`src/rtl/lamp_seq_monitor_pkg.sv`:
```
// Shared lamp codes, monitor state encodings and fault codes for the lamp stage
// and its downstream sequence monitor.
package lamp_seq_monitor_pkg;

    localparam logic [2:0] LAMP_RED    = 3'b100;
    localparam logic [2:0] LAMP_GREEN  = 3'b010;
    localparam logic [2:0] LAMP_YELLOW = 3'b001;

    // Low two bits of the lamp states double as the externally visible phase number.
    typedef enum logic [2:0] {
        ST_IDLE   = 3'd0,
        ST_GREEN  = 3'd1,
        ST_YELLOW = 3'd2,
        ST_RED    = 3'd3,
        ST_FAULT  = 3'd4
    } mon_state_t;

    typedef enum logic [1:0] {
        FAULT_NONE     = 2'd0,
        FAULT_ENCODING = 2'd1,
        FAULT_ORDER    = 2'd2,
        FAULT_TIMEOUT  = 2'd3
    } fault_code_t;

    function automatic logic lamp_legal(input logic [2:0] l);
        return (l == LAMP_RED) || (l == LAMP_GREEN) || (l == LAMP_YELLOW);
    endfunction

    function automatic mon_state_t lamp_state(input logic [2:0] l);
        case (l)
            LAMP_GREEN:  return ST_GREEN;
            LAMP_YELLOW: return ST_YELLOW;
            LAMP_RED:    return ST_RED;
            default:     return ST_IDLE;
        endcase
    endfunction

    function automatic mon_state_t next_phase(input mon_state_t s);
        case (s)
            ST_GREEN:  return ST_YELLOW;
            ST_YELLOW: return ST_RED;
            ST_RED:    return ST_GREEN;
            default:   return ST_IDLE;
        endcase
    endfunction

endpackage

```
`src/rtl/lamp_seq_monitor_if.sv`:
```
// Lamp bus plus monitor status outputs; the lamp side drives light, the monitor
// drives everything else.
interface lamp_seq_monitor_if #(
    parameter int CNT_W = 16,
    parameter int DW_W  = 8
);
    import lamp_seq_monitor_pkg::*;

    logic [2:0]       light;
    logic [1:0]       phase;
    logic             phase_done;
    logic [DW_W-1:0]  dwell_last;
    logic [CNT_W-1:0] cycle_count;
    logic             fault;
    fault_code_t      fault_code;

    modport master (
        output light,
        input  phase, phase_done, dwell_last, cycle_count, fault, fault_code
    );

    modport slave (
        input  light,
        output phase, phase_done, dwell_last, cycle_count, fault, fault_code
    );

endinterface

```
`src/rtl/lamp_seq_monitor_sat_counter.sv`:
```
// Saturating up-counter: clr forces 0, load forces 1, inc counts up and holds at all-ones.
module lamp_sat_counter #(
    parameter int WIDTH = 8
) (
    input  logic             clk,
    input  logic             inc,
    input  logic             clr,
    input  logic             load,
    output logic [WIDTH-1:0] count
);

    always_ff @(posedge clk) begin
        if (clr) begin
            count <= '0;
        end else if (load) begin
            count <= WIDTH'(1);
        end else if (inc && (count != '1)) begin
            count <= count + 1'b1;
        end
    end

endmodule

```
`src/rtl/lamp_seq_monitor.sv`:
```
// Checks the one-hot lamp bus for the GREEN->YELLOW->RED order, measures per-phase
// dwell, counts completed cycles and latches the first fault until reset.
module lamp_seq_monitor
    import lamp_seq_monitor_pkg::*;
#(
    parameter int CNT_W     = 16,
    parameter int DW_W      = 8,
    parameter int MAX_DWELL = 200
) (
    input  logic clk,
    input  logic rst,
    lamp_seq_monitor_if.slave bus
);

    mon_state_t       state, state_n;
    fault_code_t      fault_code, fault_code_n;
    logic             phase_done, phase_done_n;
    logic [DW_W-1:0]  dwell_last, dwell_last_n;
    logic [DW_W-1:0]  dwell_cnt;
    logic [CNT_W-1:0] cycle_count;
    logic             dwell_inc, dwell_load, cycle_inc;
    mon_state_t       seen;

    assign seen = lamp_state(bus.light);

    lamp_sat_counter #(.WIDTH(DW_W)) u_dwell (
        .clk   (clk),
        .inc   (dwell_inc),
        .clr   (rst),
        .load  (dwell_load),
        .count (dwell_cnt)
    );

    lamp_sat_counter #(.WIDTH(CNT_W)) u_cycles (
        .clk   (clk),
        .inc   (cycle_inc),
        .clr   (rst),
        .load  (1'b0),
        .count (cycle_count)
    );

    always_ff @(posedge clk) begin
        if (rst) begin
            state      <= ST_IDLE;
            fault_code <= FAULT_NONE;
            phase_done <= 1'b0;
            dwell_last <= '0;
        end else begin
            state      <= state_n;
            fault_code <= fault_code_n;
            phase_done <= phase_done_n;
            dwell_last <= dwell_last_n;
        end
    end

    // Holding the same code one more cycle reaches MAX_DWELL when the count sits one below it.
    always_comb begin
        state_n      = state;
        fault_code_n = fault_code;
        phase_done_n = 1'b0;
        dwell_last_n = dwell_last;
        dwell_inc    = 1'b0;
        dwell_load   = 1'b0;
        cycle_inc    = 1'b0;
        case (state)
            ST_IDLE: begin
                if (lamp_legal(bus.light)) begin
                    state_n    = seen;
                    dwell_load = 1'b1;
                end
            end
            ST_GREEN, ST_YELLOW, ST_RED: begin
                if (!lamp_legal(bus.light)) begin
                    state_n      = ST_FAULT;
                    fault_code_n = FAULT_ENCODING;
                end else if (seen == state) begin
                    dwell_inc = 1'b1;
                    if (dwell_cnt == DW_W'(MAX_DWELL - 1)) begin
                        state_n      = ST_FAULT;
                        fault_code_n = FAULT_TIMEOUT;
                    end
                end else if (seen == next_phase(state)) begin
                    state_n      = seen;
                    phase_done_n = 1'b1;
                    dwell_last_n = dwell_cnt;
                    dwell_load   = 1'b1;
                    cycle_inc    = (state == ST_RED);
                end else begin
                    state_n      = ST_FAULT;
                    fault_code_n = FAULT_ORDER;
                end
            end
            default: begin
                state_n = ST_FAULT;
            end
        endcase
    end

    assign bus.phase       = (state == ST_FAULT) ? 2'd0 : state[1:0];
    assign bus.phase_done  = phase_done;
    assign bus.dwell_last  = dwell_last;
    assign bus.cycle_count = cycle_count;
    assign bus.fault       = (state == ST_FAULT);
    assign bus.fault_code  = fault_code;

endmodule

```
`src/flat_wrapper.sv`:
```
// flat-port wrapper written by rule: the top's interface ports become plain ports
module lamp_seq_monitor_flat import lamp_seq_monitor_pkg::*;
#(
    parameter int CNT_W     = 16,
    parameter int DW_W      = 8,
    parameter int MAX_DWELL = 200
)
  (clk, rst, bus_light, bus_phase, bus_phase_done, bus_dwell_last, bus_cycle_count, bus_fault, bus_fault_code);
  lamp_seq_monitor_if #(.CNT_W(CNT_W), .DW_W(DW_W)) bus_i ();
  input  logic clk;
  input  logic rst;
  input wire logic [$bits(bus_i.light)-1:0] bus_light;
  output wire logic [$bits(bus_i.phase)-1:0] bus_phase;
  output wire logic [$bits(bus_i.phase_done)-1:0] bus_phase_done;
  output wire logic [$bits(bus_i.dwell_last)-1:0] bus_dwell_last;
  output wire logic [$bits(bus_i.cycle_count)-1:0] bus_cycle_count;
  output wire logic [$bits(bus_i.fault)-1:0] bus_fault;
  output wire logic [$bits(bus_i.fault_code)-1:0] bus_fault_code;
  assign bus_i.light = bus_light;
  assign bus_phase = bus_i.phase;
  assign bus_phase_done = bus_i.phase_done;
  assign bus_dwell_last = bus_i.dwell_last;
  assign bus_cycle_count = bus_i.cycle_count;
  assign bus_fault = bus_i.fault;
  assign bus_fault_code = bus_i.fault_code;
  lamp_seq_monitor #(.CNT_W(CNT_W), .DW_W(DW_W), .MAX_DWELL(MAX_DWELL)) u_core (.clk(clk), .rst(rst), .bus(bus_i));
endmodule
```
`config.mk`:
```
export PLATFORM = sky130hd
export DESIGN_NAME = lamp_seq_monitor_flat
export DESIGN_NICKNAME = d
export VERILOG_FILES = /design/src/rtl/lamp_seq_monitor_pkg.sv /design/src/rtl/lamp_seq_monitor_if.sv /design/src/rtl/lamp_seq_monitor_sat_counter.sv /design/src/rtl/lamp_seq_monitor.sv /design/src/flat_wrapper.sv
export SDC_FILE = /design/constraint.sdc
export NUM_CORES = 1
export LEC_CHECK = 0
export ABC_AREA = 1
export CORE_AREA = 8 8 72 74
export DETAILED_ROUTE_END_ITERATION = 8
export DIE_AREA = 0 0 80 82
export PLACE_DENSITY = 0.82
export SLEW_MARGIN = 20
export SYNTH_ARGS = -nofsm -noshare
export SYNTH_HDL_FRONTEND = slang
export SYNTH_SLANG_ARGS = --single-unit
export TNS_END_PERCENT = 1
```
`constraint.sdc`:
```
create_clock -name clk -period 3.9 [get_ports clk]
set_clock_uncertainty 0.05 [all_clocks]
set_input_delay 0.78 -clock clk [delete_from_list [all_inputs] [get_ports clk]]
set_output_delay 0.78 -clock clk [all_outputs]
set_load 0.1 [all_outputs]
```
# Word level (Yosys, flattened, before mapping)
# Cells that the tools add are included.
dict set report totals {
  reg_bits 38
  latchBits 0
  ram_bits 0
  mem_bits_ro 0
  inputBits 5
  output_inout_bits 30
  elab_cells 69
  memories 0
}
dict set report classes {
  add_sub_neg 2
  multipliers 0
  div_mod_pow 0
  order_cmp 0
  n_eq_ne 16
  shifts 0
  muxes 30
  n_bitwise 2
  n_reduce_logical 12
}
# operator n
set ops {}
lappend ops {{3-bit 2-to-1 mux} 8}
lappend ops {{16-bit by 1-bit adder with 16-bit output (second input constant)} 1}
lappend ops {{16-bit != test (second input constant)} 1}
lappend ops {{1-bit 2-to-1 mux} 13}
lappend ops {{2-bit one-hot mux with 3 select lines} 2}
lappend ops {{2-bit 2-to-1 mux} 5}
lappend ops {{3-bit by 2-bit == test with 1-bit output (second input constant)} 3}
lappend ops {{8-bit by 1-bit adder with 8-bit output (second input constant)} 1}
lappend ops {{8-bit == test (second input constant)} 1}
lappend ops {{8-bit != test (second input constant)} 1}
lappend ops {{2-bit by 3-bit == test with 1-bit output} 2}
lappend ops {{3-bit by 1-bit == test with 1-bit output (second input constant)} 2}
lappend ops {{3-bit == test (second input constant)} 2}
lappend ops {{3-bit != test (second input constant)} 2}
lappend ops {{3-bit one-hot mux with 2 select lines} 1}
lappend ops {{4-bit != test (second input constant)} 1}
lappend ops {{4-bit AND reduction} 1}
lappend ops {{2-bit OR reduction} 2}
lappend ops {{3-bit zero test} 1}
lappend ops {{3-bit AND reduction} 1}
lappend ops {{3-bit OR reduction} 1}
lappend ops {{1-bit logical AND} 2}
lappend ops {{1-bit logical OR} 2}
lappend ops {{2-bit by 1-bit != test with 1-bit output (second input constant)} 1}
lappend ops {{other kinds (4)} 5}

# Logic depth before layout (Yosys ltp)
# Gate-level depths: netlist of run 1.
dict set report logic_depth {
  depth_word 12
  ltp_mapped 12
  ltp_nobuf 12
}

# By module
# Synthesis of run 1 repeated with hierarchy kept, for this count alone.
dict set report hier_totals {
  cells_unflattened 346
  area_unflattened_um2 2307.2
}
# mod n_inst cells_each area_each_um2 seq_area_each_um2
set modules_own_cells {}
lappend modules_own_cells {{lamp_sat_counter (u_core.u_cycles)} 1 147 947.2 320.3}
lappend modules_own_cells {lamp_seq_monitor 1 129 895.9 280.3}
lappend modules_own_cells {{lamp_sat_counter (u_core.u_dwell)} 1 70 464.2 160.2}

# Worst setup path after synthesis of run 1
# OpenSTA, ideal clock, no wires.
dict set report synth_path {
  path_kind {reg2out}
  start {register u_core.state[0]}
  end {output bus_fault}
  arrival_ps 1818
  required_ps 3070
  setup_slack_ps 1252
  path_stages_with_launch 4
  path_buffers 0
  cell_sequence {dfxtp_1 -> nor2_1 -> inv_1 -> nor2_1}
}
dict set report synth_between {
  elab_chain_cells 1
}
# element line
set synth_rtl {}
lappend synth_rtl {{start: declaration} lamp_seq_monitor.sv:15} ;# mon_state_t state, state_n;
lappend synth_rtl {{start signal: assignment} lamp_seq_monitor.sv:49} ;# state <= state_n;
lappend synth_rtl {{3-bit == test} lamp_seq_monitor.sv:103} ;# assign bus.fault = (state == ST_FAULT);
lappend synth_rtl {{end: declaration} flat_wrapper.sv:17} ;# output wire logic [$bits(bus_i.fault)-1:0] bus_fault;
# Every way passes these cells.

# Final worst setup path of run 1
dict set report layout_path {
  start {register u_core.u_cycles.count[6]}
  end {output bus_cycle_count[6]}
}
# element line
set layout_rtl {}
lappend layout_rtl {{start: declaration} lamp_seq_monitor_sat_counter.sv:9} ;# output logic [WIDTH-1:0] count
lappend layout_rtl {{start signal: assignment} lamp_seq_monitor_sat_counter.sv:18} ;# count <= count + 1'b1;
lappend layout_rtl {{end: declaration} flat_wrapper.sv:16} ;# output wire logic [$bits(bus_i.cycle_count)-1:0] bus_cycle_count;
# No word-level cell between the ends.

==> results.py, run 1 <==
metrics = {
    "clock_tree": {
        "htree_levels": 2,
        "ctsHoldBuffers": 0,
        "cts_tree": "done",
        "cts_root_buffer": "clkbuf_8",
        "cts.path.max_buffers": 2,
        "clk_latency_ps": 290,
        "cts.sinks": 38,
        "cts_resized": 0,
        "post_cts_buffers": 0,
        "path_clk_slew_ps": 80,
        "numCtsBuffers": 5,
    },
    "timing": {
        "rsz0062_at_grt": "false",
        "worst_slew_pin_slew_ps": 988,
        "finalMaxSlewViolations": 0,
        "fin_ws_ps": 1080,
        "timing.hold.ws_ps": 430,
        "finalCritPeriodShare": 0.722,
        "fmax_ghz": 0.355,
        "relSlewSlack": 0.339,
        "min_period_ps": 2820,
        "hold_viol": 0,
        "setup_violations": 0,
        "fin_tns_setup_ps": 0,
    },
    "critical_path": {
        "end_kind": "output port",
        "max_stage_delay_ps": 1200,
        "worst-path-buf-inv": 1,
        "crit_slowest_cell": "clkdlybuf4s50_1",
        "required_ps": 3070,
        "cp_cell_sequence": "clkdlybuf4s50_1",
        "start_kind": "flip-flop",
        "crit_family": "buffers and inverters",
        "criticalPathCategory": "reg -> out",
        "arrival_ps": 1990,
        "crit_fanout": 7,
    },
    "logic_synthesis": {
        "synth_top_family_by_area": "simple AND/OR/NAND/NOR gates",
        "synth_nets": 330,
        "ys_seq_area_frac": 0.335,
        "syn_area_per_cell_um2": 7.03,
        "yosys_register_bits": 38,
        "syn_inst": 323,
        "yosys.area_share.simple": 0.394,
        "synthXorXnorAreaFrac": 0.0540,
        "synth_cell_types": 27,
        "synthesis.area_mm2": 0.00227,
        "synth_compound_area_frac": 0.110,
        "synthAdderAreaFrac": 0.0110,
        "synthMuxAreaShare": 0,
        "ys_warn_count": 0,
    },
    "global_route": {
        "grt_use_met2": 0.254,
        "use_met3": 0.0394,
        "grt_pass1_wl_um": 8570,
        "antenna_found_initial": 0,
        "grt_max_degree": 26,
        "grt_pass1_vias": 1925,
        "busiest_layer": "met2",
        "grt-ovfl-total": 0,
        "grt_usage": 0.162,
        "grt_use_met1": 0.210,
    },
    "routing": {
        "drc": 0,
        "ant_nets": 0,
        "via_count": 2168,
        "drt_iter0_drc": 125,
        "wl_per_cell_um": 12.9,
        "totalWireLength_um": 5280,
        "viasPerCell": 5.31,
        "dr.pass1.iters": 4,
    },
    "finish": {
        "area_growth_pct": 21.6,
        "finalNetCount": 362,
        "final_layout_size_suffix_gt1_frac": 0.138,
        "stdcell_count": 408,
        "fin_area_mm2": 0.00276,
        "utilization": 0.666,
        "final_cell_mix": "75 x nand2_1, 38 x dfxtp_1, 35 x inv_1",
        "antenna_cells": 0,
        "layout_commonest_cell": "nand2_1",
    },
    "floorplan": {
        "fp-row-count": 24,
        "core-area_mm2": 0.00414,
        "io_pins": 35,
        "start_util": 0.548,
        "die_x_um": 80,
        "fp.dieArea_mm2": 0.00656,
        "dieHeight_um": 82,
    },
    "placement": {
        "dp.final_hpwl_um": 3780,
        "place_congestion": 0.866,
        "placed_cells": 400,
        "portBuffers": 34,
        "dp_slack_ps": 1030,
        "post_dp_cell_area_mm2": 0.00262,
    },
    "pwr": {
        "power.density_mw_per_mm2": 397,
        "leakage_nw": 1.07,
        "irDropWorstVdd_mv": 0.192,
        "power_mw": 1.10,
    },
    "status": {
        "status": "completed",
    },
    "min_path": {
        "hold_path_class": "reg -> reg",
    },
    "job": {
        "drv_cap": 0,
    },
}
==> power breakdown <==
part           internal [mW]  switching, mW  total, mW
Clock                  0.256          0.147      0.403
Sequential             0.404         0.0163      0.420
Combinational         0.0658          0.207      0.273
Total                  0.726          0.371       1.10
==> area by class of cell <==
class / instances / area, um^2
Fill cell: 357 / 1380
Inverter: 39 / 151
Clock buffer: 5 / 68.8
Tap cell: 52 / 65.1
Multi-Input combinational cell: 235 / 1290
Sequential cell: 38 / 761
Clock inverter: 3 / 68.8
Timing Repair Buffer: 36 / 353
==> Yosys cell counts (all sizes together) <==
library cell / number / share of area
a21oi: 36 / 0.093
buf: 4 / 0.017
clkbuf: 7 / 0.012
clkinv: 1 / 0.0039
dfxtp: 38 / 0.34
ha: 2 / 0.011
inv: 38 / 0.063
nand2: 88 / 0.16
nand3: 34 / 0.088
nand4: 22 / 0.067
nor2: 25 / 0.049
nor3: 9 / 0.030
o21ai: 5 / 0.018
xnor2: 1 / 0.0039
xor2: 13 / 0.050
==> sequential cells by signal, summed over array words and instances (netlist names) <==
signal and flops:
u_core.u_cycles.count 16, u_core.bus.dwell_last 8, u_core.state 3, u_core.bus.fault_code 2, u_core.u_dwell.count 8, u_core.bus.phase_done 1
==> routing by layer <==
metal,routed length (um),up-vias
li1,-,1124
met1,2500,974
met2,2380,61
met3,316,9
met4,79,0
met5,0,-
==> worst paths after layout <==
| kind | from | endpoint | slack (ps) | cells past startpoint |
|---|---|---|---|---|
| hold / removal | u_core.bus.dwell_last[2] | u_core.bus.dwell_last[2] | 430 | 2 |
| setup reg to reg | u_core.u_cycles.count[0] | u_core.u_cycles.count[1] | 1690 | 8 |
| setup / recovery | u_core.u_cycles.count[6] | bus_cycle_count[6] | 1080 | 1 |
| hold reg to reg | u_core.bus.dwell_last[2] | u_core.bus.dwell_last[2] | 430 | 2 |
==> cell families (layout without fill, tap and decap cells) <==
logic type / count (synthesis) / after routing
simple gates: 178 / 178
buf+inv: 50 / 83
compound gates: 41 / 41
flops: 38 / 38
xor+xnor: 14 / 14
fa+ha+maj: 2 / 2
Power figures use the tool's default switching activity.
==> inputs of run 2 (changes only) <==
--- a/config.mk
+++ b/config.mk
@@ -6,10 +6,10 @@
 export NUM_CORES = 1
 export LEC_CHECK = 0
 export ABC_AREA = 1
-export CORE_AREA = 8 8 72 74
+export CORE_AREA = 8 8 74 76
 export DETAILED_ROUTE_END_ITERATION = 8
-export DIE_AREA = 0 0 80 82
-export PLACE_DENSITY = 0.82
+export DIE_AREA = 0 0 82 84
+export PLACE_DENSITY = 0.78
 export SLEW_MARGIN = 20
 export SYNTH_ARGS = -nofsm -noshare
 export SYNTH_HDL_FRONTEND = slang
==> constraint.sdc (replaced) <==
create_clock -name clk -period 2.8 [get_ports clk]
set_clock_uncertainty 0.05 [all_clocks]
set_input_delay 0.56 -clock clk [delete_from_list [all_inputs] [get_ports clk]]
set_output_delay 0.56 -clock clk [all_outputs]
set_load 0.1 [all_outputs]
==> run 2 against run 1 <==
- routed wire length is 3.5% higher
- via count up 0.88%
- non-clock buffer count unchanged
- critical path depth up 9
- power rose by 28%
- first-iteration DRC count grew 33%
- flip-flop and latch count stayed put
- design area decreased by 3.6%
==> results.py, run 2 (synthesis gave the netlist of run 1 again) <==
metrics = {
    "status": {
        "status": "completed",
    },
    "clock_tree": {
        "post_cts_buffers": 0,
        "htree_levels": 2,
        "cts_root_buffer": "clkbuf_8",
        "path_clk_slew_ps": 70,
        "cts.path.max_buffers": 2,
        "numCtsBuffers": 5,
        "cts_resized": 0,
        "clk_latency_ps": 300,
        "ctsHoldBuffers": 0,
        "cts_tree": "done",
        "cts.sinks": 38,
    },
    "placement": {
        "placed_cells": 400,
        "portBuffers": 34,
        "post_dp_cell_area_mm2": 0.00255,
        "dp.final_hpwl_um": 4020,
        "place_congestion": 0.874,
    },
    "min_path": {
        "hold_path_class": "reg -> reg",
    },
    "finish": {
        "fillers": 422,
        "top_register": "u_core.u_cycles.count",
        "final_cell_mix": "75 x nand2_1, 38 x dfxtp_1, 35 x inv_1",
        "reg.largest.list": "u_core.u_cycles.count: 16 flops, u_core.bus.dwell_last: 8 flops, u_core.u_dwell.count: 8 flops",
        "antenna_cells": 0,
        "regArea_um2": 761,
        "multi_input_area_mm2": 0.00129,
        "layout_commonest_cell": "nand2_1",
        "area_growth_pct": 17.2,
        "stdcell_count": 408,
        "fin_area_mm2": 0.00266,
        "final_layout_size_suffix_gt1_frac": 0.219,
        "finalNetCount": 362,
        "largest_reg_flops": 16,
    },
    "pwr": {
        "p_sw_frac": 0.361,
        "power_frac_comb": 0.267,
        "switching_power_mw": 0.507,
        "power.density_mw_per_mm2": 528,
        "p_int_mw": 0.897,
        "leakage_nw": 1.12,
        "p_clk_frac": 0.317,
        "irDropWorstVdd_mv": 0.294,
        "p_seq_frac": 0.417,
    },
    "timing": {
        "relSlewSlack": 0.545,
        "fin_tns_setup_ps": 0,
        "fmax_ghz": 0.429,
        "finalMaxSlewViolations": 0,
        "rsz0062_at_grt": "false",
        "worst_slew_pin_slew_ps": 680,
        "setup_violations": 0,
        "finalCritPeriodShare": 0.833,
        "min_period_ps": 2330,
        "timing.hold.ws_ps": 419,
        "hold_viol": 0,
    },
    "floorplan": {
        "dieHeight_um": 84,
        "io_pins": 35,
        "core-area_mm2": 0.00426,
        "fp-row-count": 24,
        "start_util": 0.532,
        "die_x_um": 82,
        "fp.dieArea_mm2": 0.00689,
    },
    "global_route": {
        "grt_pass1_wl_um": 9380,
        "grt_usage": 0.166,
        "grt_pass1_vias": 2052,
        "antenna_found_initial": 0,
        "grt_max_degree": 26,
        "grt-ovfl-total": 0,
    },
    "critical_path": {
        "required_ps": 2990,
        "worst-path-buf-inv": 2,
        "arrival_ps": 2520,
        "cp_cell_sequence": "clkdlybuf4s50_1, o21ai_4, nand2_2, o21ai_2, nand3_4, clkinv_4, nand3_4, nand2_1, nand2_1, nor2_1",
        "end_kind": "flip-flop",
        "max_stage_delay_ps": 490,
        "start_kind": "primary input",
        "criticalPathCategory": "in -> reg",
        "crit_fanout": 25,
        "crit_family": "simple AND/OR/NAND/NOR gates",
        "crit_slowest_cell": "clkdlybuf4s50_1",
    },
    "routing": {
        "dr.pass1.iters": 4,
        "wl_per_cell_um": 13.4,
        "totalWireLength_um": 5460,
        "drt_iter0_drc": 166,
        "via_count": 2187,
        "drc": 0,
        "viasPerCell": 5.36,
        "ant_nets": 0,
    },
    "job": {
        "drv_cap": 0,
    },
}
==> run 2: layout make-up <==
class / instances / share of cell area
Sequential cell: 38 / 0.286
Inverter: 39 / 0.0569
Timing Repair Buffer: 36 / 0.105
Multi-Input combinational cell: 235 / 0.486
Tap cell: 52 / 0.0245
Clock buffer: 8 / 0.0414
==> run 2: metal layers <==
| metal | track usage | share of wire | vias to the layer above |
|---|---|---|---|
| met4 | 0.0447 | 0.0066 | 0 |
| met5 | 0 | 0 | - |
| met3 | 0.0442 | 0.057 | 4 |
| met2 | 0.268 | 0.49 | 44 |
| met1 | 0.208 | 0.45 | 1007 |
| li1 | - | - | 1132 |
==> run 2: metrics by stage <==
step / setup slack [ps] / util / total power, mW
final: 467 / 0.624 / 1.40
after global placement: 199 / 0.598 / 0.967
after CTS: 448 / 0.624 / 1.41
after floorplan: 214 / - / 0.901
after global routing: 271 / 0.624 / 1.47
after detailed placement: 160 / 0.598 / 0.973
==> run 2: worst paths after layout <==
path	startpoint	end	slack (ps)	cells after the start
max	bus_light[1]	u_core.u_cycles.count[0]	470	10
min	u_core.bus.dwell_last[2]	u_core.bus.dwell_last[2]	420	2
max reg2reg	u_core.u_cycles.count[0]	u_core.u_cycles.count[1]	550	8
min reg2reg	u_core.bus.dwell_last[2]	u_core.bus.dwell_last[2]	420	2
==> run 2: worst register-to-register path: stages, from the launching register on <==
cell	delay, ps
dfxtp_1	430
ha_1	300
nand3_2	150
nor3_4	360
nand4_4	320
nand3_4	350
nand2_1	90
nand2_1	70
nor2_1	40
==> run 2: power groups by stage <==
stage	Sequential (mW)	Combinational [mW]	Clock, mW
4_1_cts	0.585	0.377	0.451
3_5_place_dp	0.597	0.375	0
6_report	0.585	0.375	0.445
3_3_place_gp	0.597	0.371	0
2_1_floorplan	0.668	0.233	0
5_1_grt	0.588	0.409	0.475
